==> src/rtl/instruction_packer.sv <==
// -----------------------------------------------------------------------------
// instruction_packer
//
// Assembles received bytes into 32-bit GPU instructions, rejects words with an
// invalid opcode, buffers good words in a small FIFO and issues them to the
// pixel generator with a minimum idle gap after each issue. The gap after a
// SET_SPRITE (opcode 8) is longer, so that its read-modify-write finishes
// before the next instruction arrives.
//
// Ports
//   i_clk               : clock
//   i_reset_n           : asynchronous active-low reset
//   i_byte              : received byte
//   i_byte_valid        : one-cycle strobe qualifying i_byte
//   o_instruction       : issued instruction word, held between issues
//   o_instruction_ready : one-cycle issue strobe
//   o_busy              : partial word, pending push, FIFO entry or active gap
//   o_error             : one-cycle error strobe
//   o_error_code        : 1 = bad opcode, 2 = overflow, 3 = timeout (held)
//
// Issue FSM
//   state    | meaning
//   ST_IDLE  | waiting for a FIFO entry; pops as soon as one is present
//   ST_ISSUE | o_instruction_ready high for this cycle; gap counter is loaded
//   ST_GAP   | gap counter counts down; at terminal count pop the next entry
//            | directly if one is waiting, otherwise return to ST_IDLE
// -----------------------------------------------------------------------------
module instruction_packer #(
    parameter int unsigned FIFO_DEPTH     = 4,
    parameter int unsigned TIMEOUT_CYCLES = 1000000,
    parameter int unsigned SPRITE_GAP     = 8,
    parameter int unsigned BASE_GAP       = 1
) (
    input  logic        i_clk,
    input  logic        i_reset_n,
    input  logic [7:0]  i_byte,
    input  logic        i_byte_valid,
    output logic [31:0] o_instruction,
    output logic        o_instruction_ready,
    output logic        o_busy,
    output logic        o_error,
    output logic [1:0]  o_error_code
);

    localparam int unsigned PTR_W   = $clog2(FIFO_DEPTH);
    localparam int unsigned CNT_W   = $clog2(FIFO_DEPTH + 1);
    localparam int unsigned TMO_W   = $clog2(TIMEOUT_CYCLES + 1);
    localparam int unsigned GAP_MAX = (SPRITE_GAP > BASE_GAP) ? SPRITE_GAP : BASE_GAP;
    localparam int unsigned GAP_W   = $clog2(GAP_MAX + 1);

    localparam logic [3:0] OP_SET_SPRITE = 4'd8;
    localparam logic [1:0] ERR_OPCODE    = 2'd1;
    localparam logic [1:0] ERR_OVERFLOW  = 2'd2;
    localparam logic [1:0] ERR_TIMEOUT   = 2'd3;

    typedef enum logic [1:0] {
        ST_IDLE  = 2'd0,
        ST_ISSUE = 2'd1,
        ST_GAP   = 2'd2
    } state_t;

    // byte assembly
    logic [1:0]       byte_cnt;
    logic [23:0]      partial;
    logic [TMO_W-1:0] tmo_cnt;
    logic             cmp_valid;
    logic [31:0]      cmp_word;

    // fifo
    logic [31:0]      mem [FIFO_DEPTH];
    logic [PTR_W-1:0] wr_ptr;
    logic [PTR_W-1:0] rd_ptr;
    logic [CNT_W-1:0] count;

    // issue
    state_t           state;
    logic [GAP_W-1:0] gap_cnt;

    logic [31:0] full_word;
    logic        word_done;
    logic        opcode_ok;
    logic        tmo_expire;
    logic        fifo_empty;
    logic        can_pop;
    logic        pop;
    logic        push_ok;

    assign full_word  = {i_byte, partial};
    assign word_done  = i_byte_valid && (byte_cnt == 2'd3);
    assign opcode_ok  = (full_word[3:0] != 4'd0) && (full_word[3:0] <= 4'd8);

    // An arriving byte always beats an expiry on the same edge.
    assign tmo_expire = !i_byte_valid && (byte_cnt != 2'd0) && (tmo_cnt == TMO_W'(1));

    assign fifo_empty = (count == '0);
    assign can_pop    = (state == ST_IDLE) ||
                        ((state == ST_GAP) && (gap_cnt <= GAP_W'(1)));
    assign pop        = can_pop && !fifo_empty;

    // A full FIFO still accepts a push when an entry leaves on the same edge.
    assign push_ok    = cmp_valid && ((count < CNT_W'(FIFO_DEPTH)) || pop);

    assign o_busy     = (byte_cnt != 2'd0) || cmp_valid || !fifo_empty || (state != ST_IDLE);

    // -------------------------------------------------------------------------
    // Byte assembly and timeout (down-counter reloaded on every byte)
    // -------------------------------------------------------------------------
    always_ff @(posedge i_clk or negedge i_reset_n) begin
        if (!i_reset_n) begin
            byte_cnt  <= 2'd0;
            partial   <= 24'd0;
            tmo_cnt   <= '0;
            cmp_valid <= 1'b0;
            cmp_word  <= 32'd0;
        end else begin
            cmp_valid <= word_done && opcode_ok;
            if (word_done) begin
                cmp_word <= full_word;
            end
            if (i_byte_valid) begin
                byte_cnt <= byte_cnt + 2'd1;
                tmo_cnt  <= TMO_W'(TIMEOUT_CYCLES);
                case (byte_cnt)
                    2'd0:    partial[7:0]   <= i_byte;
                    2'd1:    partial[15:8]  <= i_byte;
                    2'd2:    partial[23:16] <= i_byte;
                    default: ;
                endcase
            end else if (byte_cnt != 2'd0) begin
                if (tmo_expire) begin
                    byte_cnt <= 2'd0;
                    tmo_cnt  <= '0;
                end else begin
                    tmo_cnt  <= tmo_cnt - TMO_W'(1);
                end
            end
        end
    end

    // -------------------------------------------------------------------------
    // Error reporting. Sources cannot coincide: a bad opcode and a timeout are
    // decided by the byte counter on the same edge and are exclusive, and an
    // overflow lands one edge after a completion, when no partial word exists.
    // -------------------------------------------------------------------------
    always_ff @(posedge i_clk or negedge i_reset_n) begin
        if (!i_reset_n) begin
            o_error      <= 1'b0;
            o_error_code <= 2'd0;
        end else begin
            o_error <= 1'b0;
            if (word_done && !opcode_ok) begin
                o_error      <= 1'b1;
                o_error_code <= ERR_OPCODE;
            end else if (cmp_valid && !push_ok) begin
                o_error      <= 1'b1;
                o_error_code <= ERR_OVERFLOW;
            end else if (tmo_expire) begin
                o_error      <= 1'b1;
                o_error_code <= ERR_TIMEOUT;
            end
        end
    end

    // -------------------------------------------------------------------------
    // FIFO storage (contents need no reset; pointers and count define validity)
    // -------------------------------------------------------------------------
    always_ff @(posedge i_clk) begin
        if (push_ok) begin
            mem[wr_ptr] <= cmp_word;
        end
    end

    always_ff @(posedge i_clk or negedge i_reset_n) begin
        if (!i_reset_n) begin
            wr_ptr <= '0;
            rd_ptr <= '0;
            count  <= '0;
        end else begin
            if (push_ok) begin
                wr_ptr <= wr_ptr + PTR_W'(1);
            end
            if (pop) begin
                rd_ptr <= rd_ptr + PTR_W'(1);
            end
            case ({push_ok, pop})
                2'b10:   count <= count + CNT_W'(1);
                2'b01:   count <= count - CNT_W'(1);
                default: ;
            endcase
        end
    end

    // -------------------------------------------------------------------------
    // Issue FSM. Loading gap_cnt with the gap and popping at its terminal count
    // spaces consecutive strobes by gap+1 cycles.
    // -------------------------------------------------------------------------
    always_ff @(posedge i_clk or negedge i_reset_n) begin
        if (!i_reset_n) begin
            state               <= ST_IDLE;
            gap_cnt             <= '0;
            o_instruction       <= 32'd0;
            o_instruction_ready <= 1'b0;
        end else begin
            o_instruction_ready <= 1'b0;
            case (state)
                ST_IDLE: begin
                    if (pop) begin
                        o_instruction       <= mem[rd_ptr];
                        o_instruction_ready <= 1'b1;
                        state               <= ST_ISSUE;
                    end
                end
                ST_ISSUE: begin
                    gap_cnt <= (o_instruction[3:0] == OP_SET_SPRITE) ?
                               GAP_W'(SPRITE_GAP) : GAP_W'(BASE_GAP);
                    state   <= ST_GAP;
                end
                ST_GAP: begin
                    if (gap_cnt <= GAP_W'(1)) begin
                        gap_cnt <= '0;
                        if (pop) begin
                            o_instruction       <= mem[rd_ptr];
                            o_instruction_ready <= 1'b1;
                            state               <= ST_ISSUE;
                        end else begin
                            state <= ST_IDLE;
                        end
                    end else begin
                        gap_cnt <= gap_cnt - GAP_W'(1);
                    end
                end
                default: begin
                    state <= ST_IDLE;
                end
            endcase
        end
    end

endmodule
==> config.mk <==
export PLATFORM = sky130hd
export DESIGN_NAME = instruction_packer
export DESIGN_NICKNAME = d
export VERILOG_FILES = /design/src/rtl/instruction_packer.sv
export SDC_FILE = /design/constraint.sdc
export NUM_CORES = 1
export LEC_CHECK = 0
export CAP_MARGIN = 20
export CORE_ASPECT_RATIO = 1.75
export CORE_MARGIN = 5
export CORE_UTILIZATION = 50
export CTS_BUF_LIST = sky130_fd_sc_hd__clkbuf_2 sky130_fd_sc_hd__clkbuf_4 sky130_fd_sc_hd__clkbuf_8
export CTS_CLUSTER_DIAMETER = 100
export CTS_CLUSTER_SIZE = 28
export DETAILED_ROUTE_END_ITERATION = 6
export GPL_ROUTABILITY_DRIVEN = 0
export PLACE_DENSITY = 0.68
export RECOVER_POWER = 25
export SYNTH_ARGS = -nofsm -noshare
export SYNTH_HDL_FRONTEND = slang
export SYNTH_SLANG_ARGS = --single-unit
==> constraint.sdc <==
create_clock -name i_clk -period 5.6 [get_ports i_clk]
set_input_delay 1.12 -clock i_clk [delete_from_list [all_inputs] [get_ports i_clk]]
set_output_delay 1.12 -clock i_clk [all_outputs]
set_load 0.1 [all_outputs]
# Word level (Yosys, flattened, before mapping)
# Memories as Yosys holds them, arrays and structs flattened.
# Cells that the tools add are included.
# word_totals
ramBits	128
output_inout_bits	37
ff_bits	128
n_memories	1
wordCells	103
in_bits	11
# op_classes
reduce_logical	37
n_mux	28
addsub	7
n_eq_ne	11
order_cmp	3
# memory_table
name	words	width	read_ports	rd_ports_with_merged_regs	wr	line_no	rtl
mem	4	32	1	0	1	70	logic [31:0] mem [FIFO_DEPTH];
# op_table
operator	count
2-to-1 mux 32 bit	2
one-hot mux 32 bit (2 select lines)	1
2-to-1 mux 20 bit	3
== test 20 x 1 -> 1 bit (second input constant)	1
subtractor 20 x 1 -> 20 bit (second input constant)	1
2-to-1 mux 2 bit	8
nonzero test 2 bit	7
AND reduction 2 bit	6
logical AND 1 bit	10
== test 2 bit (second input constant)	4
2-to-1 mux 1 bit	8
2-to-1 mux 4 bit	2
one-hot mux 4 bit (2 select lines)	1
adder 2 x 1 -> 2 bit (second input constant)	3
== test 2 x 1 -> 1 bit (second input constant)	3
one-hot mux 2 bit (3 select lines)	1
one-hot mux 3 bit (2 select lines)	1
logical OR 1 bit	5
== test 4 bit (second input constant)	1
less-or-equal comparator 4 x 1 -> 1 bit (second input constant)	1
less-or-equal comparator 4 bit (second input constant)	1
zero test 1 bit	4
zero test 2 bit	2
nonzero test 4 bit	1
9 further kinds	9

# Logic depth before layout (Yosys ltp)
# depth
word_depth	10
depth_mapped	12
depth_no_buf	12

# Worst setup path after synthesis
# No wires, ideal clock.
# synth_timing
path_kind	register to output
start	register byte_cnt[0]
end	output port o_busy
t_required_ps	4480
path_buffers	2
arrival_ps	1943
path_slack_ps	2537
stages_incl_launch_ff	7
cell_sequence	dfrtp_1 inv_1 ha_1 clkbuf_1 clkbuf_1 inv_1 or3_1
# synth_via
elab_chain_len	4
# synth_rtl
item	line_no	rtl
start, declared	63	logic [1:0] byte_cnt;
start signal, assigned	121	byte_cnt <= byte_cnt + 2'd1;
nonzero test 2 bit	103	assign o_busy = (byte_cnt != 2'd0) || cmp_valid || !fifo_empty || (state != ST_IDLE);
logical OR 1 bit (3 in series)	103	
end, declared	40	output logic o_busy,
# Every way passes these cells.

# Worst setup path in the final report
# Same ends and word-level chain as after synthesis.

==> results.ini <==
[outcome]
status=finished with violations
failed_checks=capacitance limit, slew limit

[synth]
synth_top_family_by_area=multiplexers
synth_compound_area_share_pct=2.08
synthAdderAreaFrac_pct=2.31
yosysWarnings=0
ys_seq_area_share_pct=70.0
netlist_area_mm2=0.0101
netlist_instances=584
syn_avg_cell_area_um2=17.2
synth.top_cell.area_share_pct=38.2
synth_mux_area_share_pct=17.2
synth_ff_type=edfxtp_1
synthXorXnorAreaFrac_pct=1.48
synth-seq-cells=256
synth-edff-count=128
synth.area.top_cells=edfxtp_1 38%, dfrtp_1 32%, mux2_2 9.8%
synth_simple_gate_area_share_pct=5.32
synth_fp_nets=613
ys_async_sr_fraction_pct=50.0
synth_cell_types=50
synth_common_cells=128 x dfrtp_1, 128 x edfxtp_1, 88 x mux2_2
yosysTopAreaCell=edfxtp_1

[pwr]
pwr-share-seq_pct=45.9
swShare_pct=40.5
power.density_mw_per_mm2=589
p_leak_nw=4.11
irDropWorstVdd_v=0.000490
combPwrFrac_pct=41.7
power.internal_w=0.00389
p_sw_w=0.00265
power.clock.fraction_pct=12.4

[sta]
skew_ns=0.0430
fin_tns_setup_ns=0
fin_crit_sh_pct=75.3
tightest_slew_ns=3.21
finalHoldViolations=0
rsz0062_at_grt=false
post-route-min-period_ns=4.22
slew_headroom_pct=-114
final-setup-viol-count=0
drv_slew=53
fmax_mhz=237

[drt]
drc=0
wirelength_um=18400
vias_per_cell=5.66
avgRoutedWirePerCell_um=20.7
ant_nets=0
vias=5011
drt_iter0_markers=240
dr.pass1.iters=4

[clocking]
cts_setup_buffers=0
clock_sinks=256
postCtsResizedCells=0
cts_inserted_buffers=13
root_buffer=clkbuf_8
insertion_delay_ns=0.51
clkTransAtPathRegs_ns=0.16
htreeDepth=1
clockBufferDepth=3
holdBufCountCts=0
cts_tree=yes

[setup_path]
cp.required_ns=4.48
critPathMaxFanout=17
crit_chain=inv_1 > ha_1 > inv_1 > or3_1 > clkdlybuf4s50_1
path_class=flip-flop to output pin
crit_path_frequent_cell=inv_1
end_kind=output pin
path_delay_family=buffers and inverters
start_kind=flip-flop
slowest_stage=clkdlybuf4s50_1
arrival_ns=3.10
critical-path-max-stage-delay_ns=0.98
crit_buf_inv=3

[floorplanning]
design.die.area_mm2=0.0232
placementRows=68
floorplan.initialDensity_pct=50.8
coreArea_mm2=0.0198
die_y_um=198
ios=48
die_x_um=117

[global_route]
grt_pass1_wl_um=30100
grt_pass1_vias=5495
antenna_found_initial=0
grt.total_usage_pct=16.8
grt_start_max_net_pins=53
gr-total-overflow=0

[finish]
multi_input_area_mm2=0.00287
fillCellCount=1560
finish.utilization_pct=55.9
area_growth_pct=10.2
layout.cells.non_filler=885
seq_area_mm2=0.00705
antenna_cells=0
drive_gt1_share_pct=24.8
nets=663

[placement]
dpl.hpwl_um=11800
io_buffers=47
placedCellCount=864

[flow_run]
cap_violations=1

[min_path]
hp-class=flip-flop to flip-flop

[cell families (layout without fill, tap and decap cells)]
group,count (synthesis),after routing
AND/OR/NAND/NOR,99,99
buffers and inverters,39,95
multiplexers,122,122
XOR/XNOR,17,17
flip-flops,256,256
adder cells (fa/ha/maj),18,18
AO/OA/AOI/OAI,33,33
[per-stage QoR]
stage          setup slack [ns]  cell area (um^2)  hold WS [ns]  power [W]
2_1_floorplan              2.54             10100         0.461    0.00507
3_3_place_gp               2.02             10800         0.472    0.00568
3_5_place_dp               1.96             10800         0.489    0.00580
4_1_cts                    1.36             11100         0.477    0.00661
5_1_grt                    1.23             11100         0.468    0.00689
6_report                   1.38             11100         0.475    0.00654
[metal layers]
metal,up-vias,global-route usage (%),part of all wire (%)
li1,2269,-,-
met3,32,1.93,3.8
met1,2618,20.9,38
met2,92,30.1,55
met5,-,0,0
met4,0,5.40,3.2
[worst reg2reg max path: stages (launching register included)]
cell and delay, ns:
dfrtp_1 0.41, inv_1 0.09, ha_1 0.23, or2_2 0.33, a31oi_1 0.34, a21boi_1 0.26
inv_1 0.11, ha_1 0.18, inv_1 0.06, fa_1 0.37, xor2_1 0.17, nor2_1 0.12
xor2_1 0.17
[state kept, by name, summed over array words and instances (netlist names)]
name,flops
byte_cnt,2
cmp_valid,1
cmp_word,32
count,3
gap_cnt,4
mem,128
o_error,1
o_error_code,2
o_instruction,32
o_instruction_ready,1
partial,24
rd_ptr,2
state,2
tmo_cnt,20
wr_ptr,2
[power groups by stage]
stage	clock, W	combinational (W)	sequential [W]
floorplan	0	0.00126	0.00381
global placement	0	0.00267	0.00300
CTS	0.000846	0.00276	0.00301
detailed placement	0	0.00275	0.00305
finish	0.000813	0.00272	0.00300
global route	0.000911	0.00291	0.00308
[path summary, 6_finish.rpt]
kind / end / cells past startpoint / slack [ns] / from
min reg2reg: cmp_word[15] / 1 / 0.48 / partial[15]
max reg2reg: count[2] / 12 / 2.69 / gap_cnt[0]
max: o_busy / 5 / 1.38 / byte_cnt[0]
max in group asynchronous: tmo_cnt[3] / 2 / 2.01 / i_reset_n
min in group asynchronous: o_instruction[4] / 1 / 1.65 / i_reset_n
min: cmp_word[15] / 1 / 0.48 / partial[15]
[cells in the final DEF (no fill, tap or decap), drive strengths merged, types with 9 or more instances in the layout]
cell type	count
mux4	32
ha	17
nor3	9
a21oi	9
inv	18
dfrtp	128
nor2	26
nand2	19
buf	9
clkbuf	21
xor2	9
mux2	89
clkdlybuf4s50	46
edfxtp	128
[area by class of cell]
class / instances / share of cell area, %
multi-input cells: 289 / 25.9
repair buffers: 56 / 4.80
clock buffers: 20 / 2.09
inverters: 18 / 0.609
well taps: 245 / 2.76
flip-flops and latches: 256 / 63.6
clock inverters: 1 / 0.271
No activity file was read; power rests on OpenSTA's default activity.
